File: src/rtl/uart_pkg.sv
// ---------------------------------------------------------------------------
// uart_pkg
// Shared definitions for the uart_core slice: the engine state encoding used
// by both the RX and TX engines, the smallest usable baud divisor, and the
// idle level of the serial line.
// ---------------------------------------------------------------------------
package uart_pkg;

    typedef enum logic [2:0] {
        IDLE,
        START,
        DATA,
        PARITY,
        STOP
    } uart_state_t;

    localparam int   MIN_DIVISOR = 4;
    localparam logic LINE_IDLE   = 1'b1;

endpackage

File: src/rtl/uart_baud_timer.sv
// ---------------------------------------------------------------------------
// uart_baud_timer
// Bit-period timer used once per UART engine. On i_load it latches the
// effective divisor (i_divisor clamped to at least MIN_DIVISOR) and starts a
// countdown of either a full or a half period. While i_run is high it emits a
// one-cycle o_tick every time the countdown expires and then reloads a full
// period, so the first tick can land at mid-bit (RX) or at bit end (TX).
//
// Ports:
//   clk        system clock
//   i_reset    synchronous, active-high reset
//   i_load     start a new frame: latch divisor and load the counter
//   i_half     with i_load, make the first interval D/2 (floor) cycles
//   i_run      timer is counting (engine not idle)
//   i_divisor  requested clocks per bit
//   o_tick     one-cycle pulse when the current interval expires
// ---------------------------------------------------------------------------
module uart_baud_timer
    import uart_pkg::*;
#(
    parameter int DIV_BITS = 16
) (
    input  logic                clk,
    input  logic                i_reset,
    input  logic                i_load,
    input  logic                i_half,
    input  logic                i_run,
    input  logic [DIV_BITS-1:0] i_divisor,
    output logic                o_tick
);

    logic [DIV_BITS-1:0] effective_div;
    logic [DIV_BITS-1:0] period_q;
    logic [DIV_BITS-1:0] count_q;

    // Divisors below the minimum would leave no room for mid-bit sampling,
    // so they are raised to the minimum before being latched.
    always_comb begin
        effective_div = i_divisor;
        if (i_divisor < DIV_BITS'(MIN_DIVISOR)) begin
            effective_div = DIV_BITS'(MIN_DIVISOR);
        end
    end

    // The period is captured only at frame start so a divisor change in the
    // middle of a frame cannot stretch or shrink the bits already in flight.
    // The counter counts down to zero and reloads a full period each time.
    always_ff @(posedge clk) begin
        if (i_reset) begin
            period_q <= '0;
            count_q  <= '0;
        end else if (i_load) begin
            period_q <= effective_div;
            count_q  <= (i_half ? (effective_div >> 1) : effective_div) - DIV_BITS'(1);
        end else if (i_run) begin
            if (count_q == '0) begin
                count_q <= period_q - DIV_BITS'(1);
            end else begin
                count_q <= count_q - DIV_BITS'(1);
            end
        end
    end

    assign o_tick = i_run && !i_load && (count_q == '0);

endmodule

File: src/rtl/uart_core.sv
// ---------------------------------------------------------------------------
// uart_core
// Full-duplex UART with independent TX and RX engines, valid/ready byte
// interfaces, a runtime baud divisor and per-frame error pulses. The RX line
// is synchronised internally and the TX line is driven from a flop.
//
// Build option: define UART_PARITY_EN to insert a parity bit after the data
// (even, or odd when PARITY_ODD=1). Without it there is no parity slot and
// o_rx_parity_err is held at 0.
//
// Ports:
//   clk, i_reset       clock and synchronous active-high reset
//   i_divisor          clocks per bit, values below 4 act as 4
//   i_tx_data/valid    byte to send and its request, taken when o_tx_ready
//   o_tx_ready         TX engine idle
//   o_tx_busy          TX frame in progress
//   o_rx_data/valid    received byte and its hold flag
//   i_rx_ready         consumer takes the held byte
//   o_rx_frame_err     pulse: stop bit sampled low
//   o_rx_parity_err    pulse: parity bit mismatch
//   o_rx_overrun       pulse: frame finished while a byte was still held
//   uart_txd_in        serial input from host
//   uart_rxd_out       serial output to host
// ---------------------------------------------------------------------------
module uart_core
    import uart_pkg::*;
#(
    parameter int DATA_BITS   = 8,
    parameter int STOP_BITS   = 1,
    parameter int DIV_BITS    = 16,
    parameter int SYNC_STAGES = 2,
    parameter int PARITY_ODD  = 0
) (
    input  logic                 clk,
    input  logic                 i_reset,
    input  logic [DIV_BITS-1:0]  i_divisor,
    input  logic [DATA_BITS-1:0] i_tx_data,
    input  logic                 i_tx_valid,
    output logic                 o_tx_ready,
    output logic                 o_tx_busy,
    output logic [DATA_BITS-1:0] o_rx_data,
    output logic                 o_rx_valid,
    input  logic                 i_rx_ready,
    output logic                 o_rx_frame_err,
    output logic                 o_rx_parity_err,
    output logic                 o_rx_overrun,
    input  logic                 uart_txd_in,
    output logic                 uart_rxd_out
);

    localparam int BIT_W = $clog2(DATA_BITS);

`ifdef UART_PARITY_EN
    localparam uart_state_t AFTER_DATA = PARITY;
`else
    localparam uart_state_t AFTER_DATA = STOP;
`endif

    // ------------------------------------------------------------------
    // TX engine
    // ------------------------------------------------------------------
    uart_state_t          tx_state;
    uart_state_t          tx_state_next;
    logic                 tx_tick;
    logic                 tx_accept;
    logic                 tx_last_bit;
    logic                 tx_last_stop;
    logic [DATA_BITS-1:0] tx_shift;
    logic [BIT_W-1:0]     tx_bit_cnt;
    logic                 tx_stop_cnt;
    logic                 tx_line_q;
`ifdef UART_PARITY_EN
    logic                 tx_parity_q;
`endif

    assign tx_accept    = i_tx_valid && (tx_state == IDLE);
    assign tx_last_bit  = (tx_bit_cnt == BIT_W'(DATA_BITS - 1));
    assign tx_last_stop = (tx_stop_cnt == 1'(STOP_BITS - 1));

    uart_baud_timer #(.DIV_BITS(DIV_BITS)) u_tx_timer (
        .clk       (clk),
        .i_reset   (i_reset),
        .i_load    (tx_accept),
        .i_half    (1'b0),
        .i_run     (tx_state != IDLE),
        .i_divisor (i_divisor),
        .o_tick    (tx_tick)
    );

    // TX state register.
    always_ff @(posedge clk) begin
        if (i_reset) begin
            tx_state <= IDLE;
        end else begin
            tx_state <= tx_state_next;
        end
    end

    // TX next-state: every bit slot ends on a timer tick; the stop phase
    // repeats once per configured stop bit before returning to IDLE.
    always_comb begin
        tx_state_next = tx_state;
        case (tx_state)
            IDLE:    if (tx_accept) tx_state_next = START;
            START:   if (tx_tick) tx_state_next = DATA;
            DATA:    if (tx_tick && tx_last_bit) tx_state_next = AFTER_DATA;
            PARITY:  if (tx_tick) tx_state_next = STOP;
            STOP:    if (tx_tick && tx_last_stop) tx_state_next = IDLE;
            default: tx_state_next = IDLE;
        endcase
    end

    // TX handshake outputs follow the state directly, so ready is back in
    // the cycle after the final stop cycle.
    always_comb begin
        o_tx_ready = (tx_state == IDLE);
        o_tx_busy  = (tx_state != IDLE);
    end

    // TX datapath: the line flop is updated on the same edge that changes
    // the bit slot, so each level lasts exactly one period. The shift
    // register presents the next data bit in position 0.
    always_ff @(posedge clk) begin
        if (i_reset) begin
            tx_shift    <= '0;
            tx_bit_cnt  <= '0;
            tx_stop_cnt <= 1'b0;
            tx_line_q   <= LINE_IDLE;
`ifdef UART_PARITY_EN
            tx_parity_q <= 1'b0;
`endif
        end else begin
            case (tx_state)
                IDLE: begin
                    if (tx_accept) begin
                        tx_shift    <= i_tx_data;
                        tx_bit_cnt  <= '0;
                        tx_stop_cnt <= 1'b0;
                        tx_line_q   <= 1'b0;
`ifdef UART_PARITY_EN
                        tx_parity_q <= (^i_tx_data) ^ 1'(PARITY_ODD);
`endif
                    end
                end
                START: begin
                    if (tx_tick) begin
                        tx_line_q <= tx_shift[0];
                        tx_shift  <= tx_shift >> 1;
                    end
                end
                DATA: begin
                    if (tx_tick) begin
                        if (tx_last_bit) begin
`ifdef UART_PARITY_EN
                            tx_line_q <= tx_parity_q;
`else
                            tx_line_q <= LINE_IDLE;
`endif
                        end else begin
                            tx_line_q  <= tx_shift[0];
                            tx_shift   <= tx_shift >> 1;
                            tx_bit_cnt <= tx_bit_cnt + BIT_W'(1);
                        end
                    end
                end
                PARITY: begin
                    if (tx_tick) begin
                        tx_line_q <= LINE_IDLE;
                    end
                end
                STOP: begin
                    if (tx_tick && !tx_last_stop) begin
                        tx_stop_cnt <= 1'b1;
                    end
                end
                default: tx_line_q <= LINE_IDLE;
            endcase
        end
    end

    assign uart_rxd_out = tx_line_q;

    // ------------------------------------------------------------------
    // RX engine
    // ------------------------------------------------------------------
    uart_state_t          rx_state;
    uart_state_t          rx_state_next;
    logic [SYNC_STAGES-1:0] rx_sync;
    logic                 rx_line;
    logic                 rx_prev;
    logic                 rx_fall;
    logic                 rx_start_load;
    logic                 rx_tick;
    logic                 rx_last_bit;
    logic                 rx_complete;
    logic [DATA_BITS-1:0] rx_shift;
    logic [BIT_W-1:0]     rx_bit_cnt;
`ifdef UART_PARITY_EN
    logic                 rx_parity_bad;
    logic                 rx_parity_err_q;
`endif

    assign rx_line       = rx_sync[SYNC_STAGES-1];
    assign rx_fall       = rx_prev && !rx_line;
    assign rx_start_load = (rx_state == IDLE) && rx_fall;
    assign rx_last_bit   = (rx_bit_cnt == BIT_W'(DATA_BITS - 1));

    // Metastability chain plus one extra flop for edge detection. Both
    // reset to the idle level so reset never looks like a start bit, and a
    // line held low after a bad stop bit cannot re-arm until it goes high.
    always_ff @(posedge clk) begin
        if (i_reset) begin
            rx_sync <= '1;
            rx_prev <= LINE_IDLE;
        end else begin
            rx_sync <= {rx_sync[SYNC_STAGES-2:0], uart_txd_in};
            rx_prev <= rx_line;
        end
    end

    uart_baud_timer #(.DIV_BITS(DIV_BITS)) u_rx_timer (
        .clk       (clk),
        .i_reset   (i_reset),
        .i_load    (rx_start_load),
        .i_half    (1'b1),
        .i_run     (rx_state != IDLE),
        .i_divisor (i_divisor),
        .o_tick    (rx_tick)
    );

    // RX state register.
    always_ff @(posedge clk) begin
        if (i_reset) begin
            rx_state <= IDLE;
        end else begin
            rx_state <= rx_state_next;
        end
    end

    // RX next-state: the first tick re-checks the start bit at half a bit;
    // a high reading there means a glitch and the engine quietly gives up.
    always_comb begin
        rx_state_next = rx_state;
        case (rx_state)
            IDLE:    if (rx_fall) rx_state_next = START;
            START:   if (rx_tick) rx_state_next = rx_line ? IDLE : DATA;
            DATA:    if (rx_tick && rx_last_bit) rx_state_next = AFTER_DATA;
            PARITY:  if (rx_tick) rx_state_next = STOP;
            STOP:    if (rx_tick) rx_state_next = IDLE;
            default: rx_state_next = IDLE;
        endcase
    end

    // RX output decode: a frame completes on the stop-bit sample.
    always_comb begin
        rx_complete = (rx_state == STOP) && rx_tick;
    end

    // RX datapath: bits arrive LSB first, so each sample enters at the top
    // of the shift register and the first bit ends up in position 0.
    always_ff @(posedge clk) begin
        if (i_reset) begin
            rx_shift   <= '0;
            rx_bit_cnt <= '0;
`ifdef UART_PARITY_EN
            rx_parity_bad <= 1'b0;
`endif
        end else begin
            if (rx_start_load) begin
                rx_bit_cnt <= '0;
`ifdef UART_PARITY_EN
                rx_parity_bad <= 1'b0;
`endif
            end else if (rx_tick && (rx_state == DATA)) begin
                rx_shift   <= {rx_line, rx_shift[DATA_BITS-1:1]};
                rx_bit_cnt <= rx_bit_cnt + BIT_W'(1);
            end
`ifdef UART_PARITY_EN
            if (rx_tick && (rx_state == PARITY)) begin
                rx_parity_bad <= rx_line ^ (^rx_shift) ^ 1'(PARITY_ODD);
            end
`endif
        end
    end

    // Delivery and error pulses. A completing frame is loaded whenever the
    // holding register is empty or being consumed in the same cycle;
    // otherwise it is dropped and flagged as an overrun. Error pulses are
    // cleared every cycle so they last exactly one cycle.
    always_ff @(posedge clk) begin
        if (i_reset) begin
            o_rx_data      <= '0;
            o_rx_valid     <= 1'b0;
            o_rx_frame_err <= 1'b0;
            o_rx_overrun   <= 1'b0;
`ifdef UART_PARITY_EN
            rx_parity_err_q <= 1'b0;
`endif
        end else begin
            o_rx_frame_err <= 1'b0;
            o_rx_overrun   <= 1'b0;
`ifdef UART_PARITY_EN
            rx_parity_err_q <= 1'b0;
`endif
            if (rx_complete) begin
                o_rx_frame_err <= !rx_line;
`ifdef UART_PARITY_EN
                rx_parity_err_q <= rx_parity_bad;
`endif
                if (!o_rx_valid || i_rx_ready) begin
                    o_rx_data  <= rx_shift;
                    o_rx_valid <= 1'b1;
                end else begin
                    o_rx_overrun <= 1'b1;
                end
            end else if (o_rx_valid && i_rx_ready) begin
                o_rx_valid <= 1'b0;
            end
        end
    end

`ifdef UART_PARITY_EN
    assign o_rx_parity_err = rx_parity_err_q;
`else
    assign o_rx_parity_err = 1'b0;
`endif

endmodule
File: config.mk
export PLATFORM = sky130hd
export DESIGN_NAME = uart_core
export DESIGN_NICKNAME = d
export VERILOG_FILES = /design/src/rtl/uart_pkg.sv /design/src/rtl/uart_baud_timer.sv /design/src/rtl/uart_core.sv
export SDC_FILE = /design/constraint.sdc
export NUM_CORES = 1
export LEC_CHECK = 0
export CAP_MARGIN = 20
export CORE_MARGIN = 2
export CORE_UTILIZATION = 49
export CTS_BUF_LIST = sky130_fd_sc_hd__clkbuf_2 sky130_fd_sc_hd__clkbuf_4 sky130_fd_sc_hd__clkbuf_8
export DETAILED_ROUTE_END_ITERATION = 10
export PLACE_DENSITY_LB_ADDON = 0.1
export SLEW_MARGIN = 5
export SYNTH_ARGS = -nofsm -noshare
export SYNTH_HDL_FRONTEND = slang
export SYNTH_SLANG_ARGS = --single-unit
File: constraint.sdc
create_clock -name clk -period 3.7 [get_ports clk]
set_clock_uncertainty 0.15 [all_clocks]
set_input_delay 0.37 -clock clk [delete_from_list [all_inputs] [get_ports clk]]
set_output_delay 0.37 -clock clk [all_outputs]
set_load 0.005 [all_outputs]
# Word level (Yosys, flattened, before mapping)
# Index checks and enable logic that the tools add are counted.
[totals]
regBits = 108
latchBits = 0
mem_bits_rw = 0
rom_bits = 0
inputBits = 29
out_inout_bits = 15
wordCells = 138
n_memories = 0
[classes]
add_sub_neg = 8
multipliers = 0
div_mod_pow = 0
n_lt_le_gt_ge = 1
eq_ne = 24
shifts = 0
mux = 41
bitwise_logic = 4
reduce_logical = 42
[op_table]
columns = ["cell", "count"]
rows = [
  ["$mux 16", 7],
  ["$sub 16x1->16 const B", 5],
  ["$mux 3", 13],
  ["$logic_not 16->1", 2],
  ["$mux 8", 4],
  ["$pmux 3 s5", 2],
  ["$ne 2x2->1 const B", 12],
  ["$pmux 8 s3", 1],
  ["$reduce_and 5->1", 4],
  ["$lt 16x3->1 const B", 1],
  ["$sub 15x1->16 const B", 1],
  ["$logic_and 1x1->1", 14],
  ["$eq 3x2->1 const B", 4],
  ["$eq 3x3->1 const B", 4],
  ["$mux 1", 10],
  ["$reduce_bool 2->1", 5],
  ["$reduce_bool 3->1", 3],
  ["$add 3x1->3 const B", 2],
  ["$eq 3x1->1 const B", 2],
  ["$logic_not 3->1", 2],
  ["$pmux 3 s2", 1],
  ["$reduce_and 2->1", 3],
  ["$pmux 1 s5", 1],
  ["$logic_not 1->1", 4],
  ["other kinds (8)", 13],
]

# Depth between registers and ports, before layout
# Gate-level depths: netlist of run 1.
[logic_depth]
depth_word = 9
ltp_mapped = 12
ltp_nobuf = 11

# By module
# Synthesis of run 1 repeated with hierarchy kept, for this count alone.
[hier_totals]
hier_cells = 723
area_unflattened_um2 = 6243.5
[by_module_without_submodules]
columns = ["mod", "instances", "cells_each", "area_per_inst_um2", "seq_area_each_um2"]
rows = [
  ["uart_baud_timer", 2, 266, 2167.1, 640.6],
  ["uart_core", 1, 191, 1909.3, 880.8],
]

# Worst setup path after synthesis of run 1
# OpenSTA, ideal clock, no wires.
[synth_path]
kind = "reg2reg"
start = "register u_tx_timer.count_q[2]"
end = "register u_tx_timer.count_q[14]"
arrival_ps = 2726
slack_ps = 739
path_stages_with_launch = 12
period_less_slack_ps = 2961
cell_sequence = "dfxtp_1 > or4_1 > or3_1 > nor2_2 > buf_4 > a211o_1 > nand2_1 > ha_1 > and3_1 > nor3b_1 > xnor2_1 > a211oi_1"
[synth_via]
elab_chain_len = 4
elab_cells_between_ends = 5
classes_between = "add/sub: 1; mux: 3; reduce/logical: 1"
[synth_lines]
columns = ["element", "line", "rtl"]
rows = [
  ["start: declaration", "uart_baud_timer.sv:34", "logic [DIV_BITS-1:0] count_q;"],
  ["start signal: assignment", "uart_baud_timer.sv:54", "count_q <= (i_half ? (effective_div >> 1) : effective_div) - DIV_BITS'(1);"],
  ["start signal: assignment", "uart_baud_timer.sv:57", "count_q <= period_q - DIV_BITS'(1);"],
  ["start signal: assignment", "uart_baud_timer.sv:59", "count_q <= count_q - DIV_BITS'(1);"],
  ["$sub 16x1->16 / $logic_not 16->1 (equally long branches)", "uart_baud_timer.sv:59, uart_baud_timer.sv:56", ""],
  ["$mux 16 *", "uart_baud_timer.sv:56", "if (count_q == '0) begin"],
  ["$mux 16 *", "uart_baud_timer.sv:55", "end else if (i_run) begin"],
  ["$mux 16 *", "uart_baud_timer.sv:52", "end else if (i_load) begin"],
]
# Mark *: on every way between the ends. The rest lies on a longest branch, timed or not. The select of a mux whose other input is x is not followed.
# A chain may end at the register's enable or synchronous reset.

# Worst setup path in the final report of run 1
[layout_path]
start = "register u_rx_timer.count_q[1]"
end = "register rx_bit_cnt[0]"
[layout_via]
elab_chain_len = 3
[layout_lines]
columns = ["element", "line", "rtl"]
rows = [
  ["start: declaration", "uart_baud_timer.sv:34", ""],
  ["start signal: assignment", "uart_baud_timer.sv:54", ""],
  ["start signal: assignment", "uart_baud_timer.sv:57", ""],
  ["start signal: assignment", "uart_baud_timer.sv:59", ""],
  ["$logic_not 16->1", "uart_baud_timer.sv:64", "assign o_tick = i_run && !i_load && (count_q == '0);"],
  ["$logic_and 1x1->1", "uart_baud_timer.sv:64", ""],
  ["$logic_and 1x1->1", "uart_core.sv:274", "end else if (rx_tick && (rx_state == DATA)) begin"],
  ["end signal: assignment", "uart_core.sv:276", "rx_bit_cnt <= rx_bit_cnt + BIT_W'(1);"],
  ["end: declaration", "uart_core.sv:197", "logic [BIT_W-1:0] rx_bit_cnt;"],
]
# No other way between the ends.

==> impl_metrics.yaml, run 1 <==
floorplanning:
  top_level_ports: 44
  die-area_um2: 11700
  start_util_pct: 49.7
  die_h_um: 108
  design.core.area_um2: 10700
  row_count: 38
  die_width_um: 108
timing:
  setup_violations: 0
  slew_violations: 0
  rsz0062_at_grt: "no"
  period_share_pct: 84.2
  fin_crit_ns: 3.11
  hold_viol: 0
  maxSlewHeadroom_pct: 40.8
  fin_tns_setup_ns: 0
  tightest_slew_ns: 0.885
  fmax_mhz: 321
flow_run:
  drv_cap: 0
worst_setup_path:
  rr_worst_depth: 6
  cp.arrival_ns: 3.29
  end_kind: "flop"
  cp-start-kind: "flop"
  path_cells: "nor4_1, and4_1, nand2_1, or4b_2, xor2_1, nor3_1"
  cp_slowest_stage_delay_ns: 0.94
  crit_type: "reg2reg"
  regToRegSetupSlack_ns: 0.59
  cpLargestDelayFamily: "simple AND/OR/NAND/NOR gates"
  crit_buf_inv: 0
  crit_fanout: 11
  required_ns: 3.88
  r2r-start: "u_rx_timer.count_q[1]$_SDFFE_PP0P_"
  crit_start: "u_rx_timer.count_q[1]$_SDFFE_PP0P_"
  crit_slowest_cell: "or4b_2"
  crit_cells: 6
synth:
  syn_nets: 694
  synth_edf_count: 0
  synthesis.area_um2: 5320
  synthFlopType: "dfxtp_1"
  async_reset_ff_share_pct: 0
  syn_area_per_cell_um2: 8.07
  seq_area_frac_synth_pct: 40.6
  synthCells: 659
  yosys_warnings: 0
  ys_types: 62
  ys_ff_latch: 108
routing:
  ant_nets: 0
  dr_total_vias: 4704
  wl_um: 13000
  post_drt_wl_per_cell_um: 15.6
  drt-vias-per-instance: 5.65
  drc: 0
  dr.pass1.iters: 5
  drtIter0Drc: 290
global_routing:
  grt_use_total_pct: 23.4
  grt_max_degree: 109
  grt_pass1_vias: 4393
  grt-ovfl-total: 0
  antenna_found_initial: 0
  grt_pass1_wl_um: 21500
cells_and_area:
  multiInputGateArea_um2: 2960
  insertedDiodeCount: 0
  drive_gt1_share_pct: 7.50
  final_cell_mix: "109 x nor2_1, 108 x dfxtp_1, 74 x nand2_1"
  fillers: 1027
  final_common_cell: "nor2_1"
  syn_to_final_growth_pct: 13.9
  finalNetCount: 723
  seq_area_um2: 2160
pwr:
  combPwrFrac_pct: 23.7
  switchingPower_w: 0.000885
  power_w: 0.00264
  p_leak_nw: 2.26
  clkPwrFrac_pct: 26.9
  power.density_nw_per_um2: 435
  vdd_drop_max_uv: 338
  switching_share_pct: 33.5
  p_int_w: 0.00175
  sequentialPowerShare_pct: 49.4
placed_design:
  place_congestion: 0.941
  port-buffer-count: 42
  hpwl_um: 9040
clock_network:
  clkSinkCount: 108
  clk_latency_ns: 0.40
  cts_resized: 0
  clk_path_buf_depth: 2
  post_cts_buffers: 0
  clk_pin_slew_ns: 0.11
  cts_buffers: 9
  hold_buffers: 0
  clockRootBuffer: "clkbuf_8"
  cts_tree: "built"
  htree_levels: 3
run_status:
  status: "finished clean"
worst_hold_path:
  hold_class: "in2reg"
  min_from: "i_reset"
  min_path_cells: 2
[flip-flops by register name (all words and copies together), names as in the netlist]
| signal | cells |
|---|---|
| tx_bit_cnt | 3 |
| o_rx_valid | 1 |
| rx_prev | 1 |
| o_rx_data | 8 |
| u_rx_timer.period_q | 16 |
| u_tx_timer.count_q | 16 |
| tx_state | 3 |
| u_tx_timer.period_q | 16 |
| rx_state | 3 |
| u_rx_timer.count_q | 16 |
| o_rx_overrun | 1 |
| rx_shift | 8 |
| tx_stop_cnt | 1 |
| rx_sync | 2 |
| rx_bit_cnt | 3 |
| tx_shift | 8 |
| uart_rxd_out | 1 |
| o_rx_frame_err | 1 |
[path summary, 6_finish.rpt]
kind | endpoint
max | rx_bit_cnt[0]$_SDFFE_PP0P_
min | o_rx_data[7]$_SDFFE_PP0P_
max reg2reg | rx_bit_cnt[0]$_SDFFE_PP0P_
min reg2reg | rx_sync[1]$_SDFF_PP1_
[power by group through the flow]
| stage | logic, W | registers, W | clock network [W] |
|---|---|---|---|
| 2_1_floorplan | 0.000463 | 0.00130 | 0 |
| 3_3_place_gp | 0.000610 | 0.00133 | 0 |
| 3_5_place_dp | 0.000615 | 0.00133 | 0 |
| 4_1_cts | 0.000619 | 0.00130 | 0.000741 |
| 5_1_grt | 0.000697 | 0.00131 | 0.000781 |
| 6_report | 0.000625 | 0.00130 | 0.000711 |
[worst reg2reg max path, stage by stage (launching register included)]
cell and delay (ns):
dfxtp_1 0.36, nor4_1 0.33, and4_1 0.54, nand2_1 0.37
or4b_2 0.94, xor2_1 0.23, nor3_1 0.14
[area by class of cell]
cell class / count / share of cell area [%]
clock buffers: 9 / 2.04
flip-flops and latches: 108 / 35.7
well taps: 140 / 2.89
inverters: 4 / 0.248
multi-input cells: 506 / 48.8
repair buffers: 59 / 9.33
clock inverters: 7 / 1.03
[per-stage QoR]
step / hold slack (ns) / std cells / util, % / cell area, µm² / worst slack (ns)
finish: 0.229 / 833 / 56.7 / 6060 / 0.585
global route: 0.229 / 833 / 56.7 / 6060 / 0.353
CTS: 0.278 / 832 / 56.4 / 6030 / 0.587
detailed placement: 0.251 / 816 / 54.7 / 5850 / 0.286
global placement: 0.244 / 816 / 54.7 / 5850 / 0.387
floorplan: 0.239 / 659 / - / 5320 / 0.739
[cell families (layout without fill, tap and decap cells)]
kind of cell               count (synthesis)  after routing  share of synthesized area, %
muxes                                     28             28                          5.29
buffers and inverters                     45             79                          3.76
and+or+nand+nor                          276            276                          24.7
AOI/OAI and AO/OA                        170            170                          20.0
other                                      1              1                        0.0705
DFF                                      108            108                          40.6
xor gates and xnor gates                  25             25                          4.12
adders and majority gates                  6              6                          1.41
[cell usage after synthesis (2+ instances only)]
cell type	number	share of area (%)
clkbuf_1	28	2.0
nor2_1	109	7.7
xnor2_1	12	2.0
and4_1	2	0.33
or4_1	2	0.28
ha_1	6	1.4
xor2_1	13	2.1
o31ai_1	3	0.42
a31oi_1	8	0.94
mux2i_1	27	5.1
nand2b_1	6	0.71
nand2_1	74	5.2
nor4_1	5	0.59
inv_1	4	0.28
nand3b_1	8	1.1
and3_1	2	0.24
a311oi_1	5	0.82
dfxtp_1	108	41
nand4_1	3	0.35
nor3b_1	3	0.42
a211oi_1	34	4.8
buf_4	3	0.42
nor3_1	26	2.4
buf_2	6	0.56
o22ai_1	2	0.24
o21ai_0	27	2.5
nor2b_1	4	0.47
nand3_1	8	0.75
o211ai_1	10	1.4
or3_1	7	0.82
buf_1	2	0.14
a22oi_1	2	0.28
a21oi_1	66	6.2
nor4_2	3	0.71
or2_2	4	0.47
[per-layer routing]
layer	global-route usage, %	up-vias	wire length [µm]
met5	0	-	0
met2	37.2	77	6040
met4	7.42	0	252
li1	-	2402	-
met1	31.2	2208	6230
met3	5.97	17	496
Note: power is estimated with default switching activity, not from simulation.
==> run 2, diff against run 1 <==
clock period = 3.08 ns   (was 3.7 ns; I/O delays follow)
==> run 2 against run 1 <==
Critical path depth is 4 higher. Utilization up 2.3 points. Sequential power up 20%. Sequential cell count unchanged. Count of clock-buffer cells in the layout rose by 1. Final cell count up 4.2%. Die area stayed put. Sequential share of layout area is 1.4 points lower. Largest cell class unchanged. Highest routed layer unchanged.
==> impl_metrics.yaml, run 2 (synthesis results as in run 1) <==
placed_design:
  place_congestion: 0.893
  dp_slack_ns: -0.133
  post_dp_cell_area_um2: 6140
  dp.cells: 853
  hpwl_um: 9500
  port-buffer-count: 42
routing:
  dr.pass1.iters: 5
  drt-vias-per-instance: 5.61
  wl_um: 13100
  ant_nets: 0
  dr_total_vias: 4871
  post_drt_wl_per_cell_um: 15.1
  drtIter0Drc: 378
  drc: 0
pwr:
  power.density_nw_per_um2: 503
  p_leak_nw: 2.41
  vdd_drop_max_uv: 369
cells_and_area:
  final_cell_mix: "109 x nor2_1, 108 x dfxtp_1, 74 x nand2_1"
  syn_to_final_growth_pct: 18.6
  design_area_um2: 6310
  final_cells: 868
  final_common_cell: "nor2_1"
  drive_gt1_share_pct: 12.0
  finalNetCount: 759
  insertedDiodeCount: 0
worst_setup_path:
  cp-start-kind: "flop"
  rr_worst_depth: 10
  required_ns: 3.24
  cp.arrival_ns: 3.02
  crit_fanout: 5
  crit_slowest_cell: "or4_1"
  crit_buf_inv: 0
  crit_type: "reg2reg"
  r2r-start: "u_tx_timer.count_q[2]$_SDFFE_PP0P_"
  cp_slowest_stage_delay_ns: 0.53
  regToRegSetupSlack_ns: 0.23
  path_cells: "or4_1, or3_1, nor2_2, a211o_1, nand2_1, ha_1, and3_1, nor3b_1, xnor2_1, a211oi_1"
  end_kind: "flop"
  cpLargestDelayFamily: "simple AND/OR/NAND/NOR gates"
  reg2reg_to: "u_tx_timer.count_q[14]$_SDFFE_PP0P_"
timing:
  slew_violations: 0
  period_share_pct: 92.7
  hold_viol: 0
  setup_ws_ns: 0.226
  maxSlewHeadroom_pct: 40.5
  tightest_slew_ns: 0.890
  setup_violations: 0
  fin_crit_ns: 2.85
  fmax_mhz: 350
  rsz0062_at_grt: "no"
global_routing:
  grt-ovfl-total: 0
  grt_pass1_wl_um: 22500
  grt_pass1_vias: 4836
  grt_max_degree: 60
  grt_use_total_pct: 24.2
  antenna_found_initial: 0
floorplanning:
  die_h_um: 108
  design.core.area_um2: 10700
  row_count: 38
  start_util_pct: 49.7
  top_level_ports: 44
  die-area_um2: 11700
  die_width_um: 108
clock_network:
  clockRootBuffer: "clkbuf_8"
  clk_latency_ns: 0.39
  htree_levels: 3
  cts_buffers: 9
  cts_tree: "built"
  clkSinkCount: 108
  clk_path_buf_depth: 2
  clk_pin_slew_ns: 0.10
  cts_resized: 0
  post_cts_buffers: 0
  hold_buffers: 0
run_status:
  status: "finished clean"
worst_hold_path:
  min_from: "i_reset"
  hold_class: "in2reg"
  holdPathEnd: "o_rx_data[7]$_SDFFE_PP0P_"
  min_path_cells: 2
flow_run:
  drv_cap: 0
==> run 2: how the worst max path moves through the flow <==
| stage | start | end | cells past startpoint |
|---|---|---|---|
| finish | u_tx_timer.count_q[2]$_SDFFE_PP0P_ | u_tx_timer.count_q[14]$_SDFFE_PP0P_ | 10 |
| floorplan | u_tx_timer.count_q[2]$_SDFFE_PP0P_ | u_tx_timer.count_q[14]$_SDFFE_PP0P_ | 11 |
| detailed placement | i_divisor[15] | u_rx_timer.count_q[12]$_SDFFE_PP0P_ | 13 |
| global placement | i_tx_valid | u_tx_timer.count_q[14]$_SDFFE_PP0P_ | 10 |
| global route | rx_state[0]$_SDFFE_PP0P_ | u_rx_timer.count_q[13]$_SDFFE_PP0P_ | 9 |
| CTS | u_tx_timer.count_q[2]$_SDFFE_PP0P_ | u_tx_timer.count_q[14]$_SDFFE_PP0P_ | 10 |
==> run 2: cell type report <==
cell class	count	area, µm²
inverters	4	15.0
repair buffers	95	828
multi-input cells	506	2960
fillers	988	4390
well taps	140	175
flip-flops and latches	108	2160
clock inverters	5	37.5
clock buffers	10	131
==> run 2: through the flow <==
stage | hold WS, ns | util [%] | total power, W | TNS, ns
after floorplan | 0.239 | - | 0.00212 | 0
after global placement | 0.244 | 57.4 | 0.00239 | -0.0960
after detailed placement | 0.243 | 57.4 | 0.00240 | -0.597
after CTS | 0.236 | 58.9 | 0.00320 | 0
after global routing | 0.256 | 58.9 | 0.00336 | 0
final | 0.241 | 58.9 | 0.00317 | 0
==> run 2: metal layers <==
metal	up-vias	part of all wire, %	global-route usage [%]	wire length, µm
met5	-	0	0	0
met3	20	4.8	5.85	627
met4	0	2.1	7.60	271
met2	116	48	41.2	6270
met1	2263	45	30.4	5970
li1	2472	-	-	-
==> run 2: report_power, final <==
part           internal (W)  switching, W  leakage, nW  total [W]
clock network      0.000302      0.000496       0.0822   0.000797
logic              0.000361      0.000454         1.45   0.000815
registers           0.00149     0.0000753        0.883    0.00156
total               0.00215       0.00102         2.41    0.00317
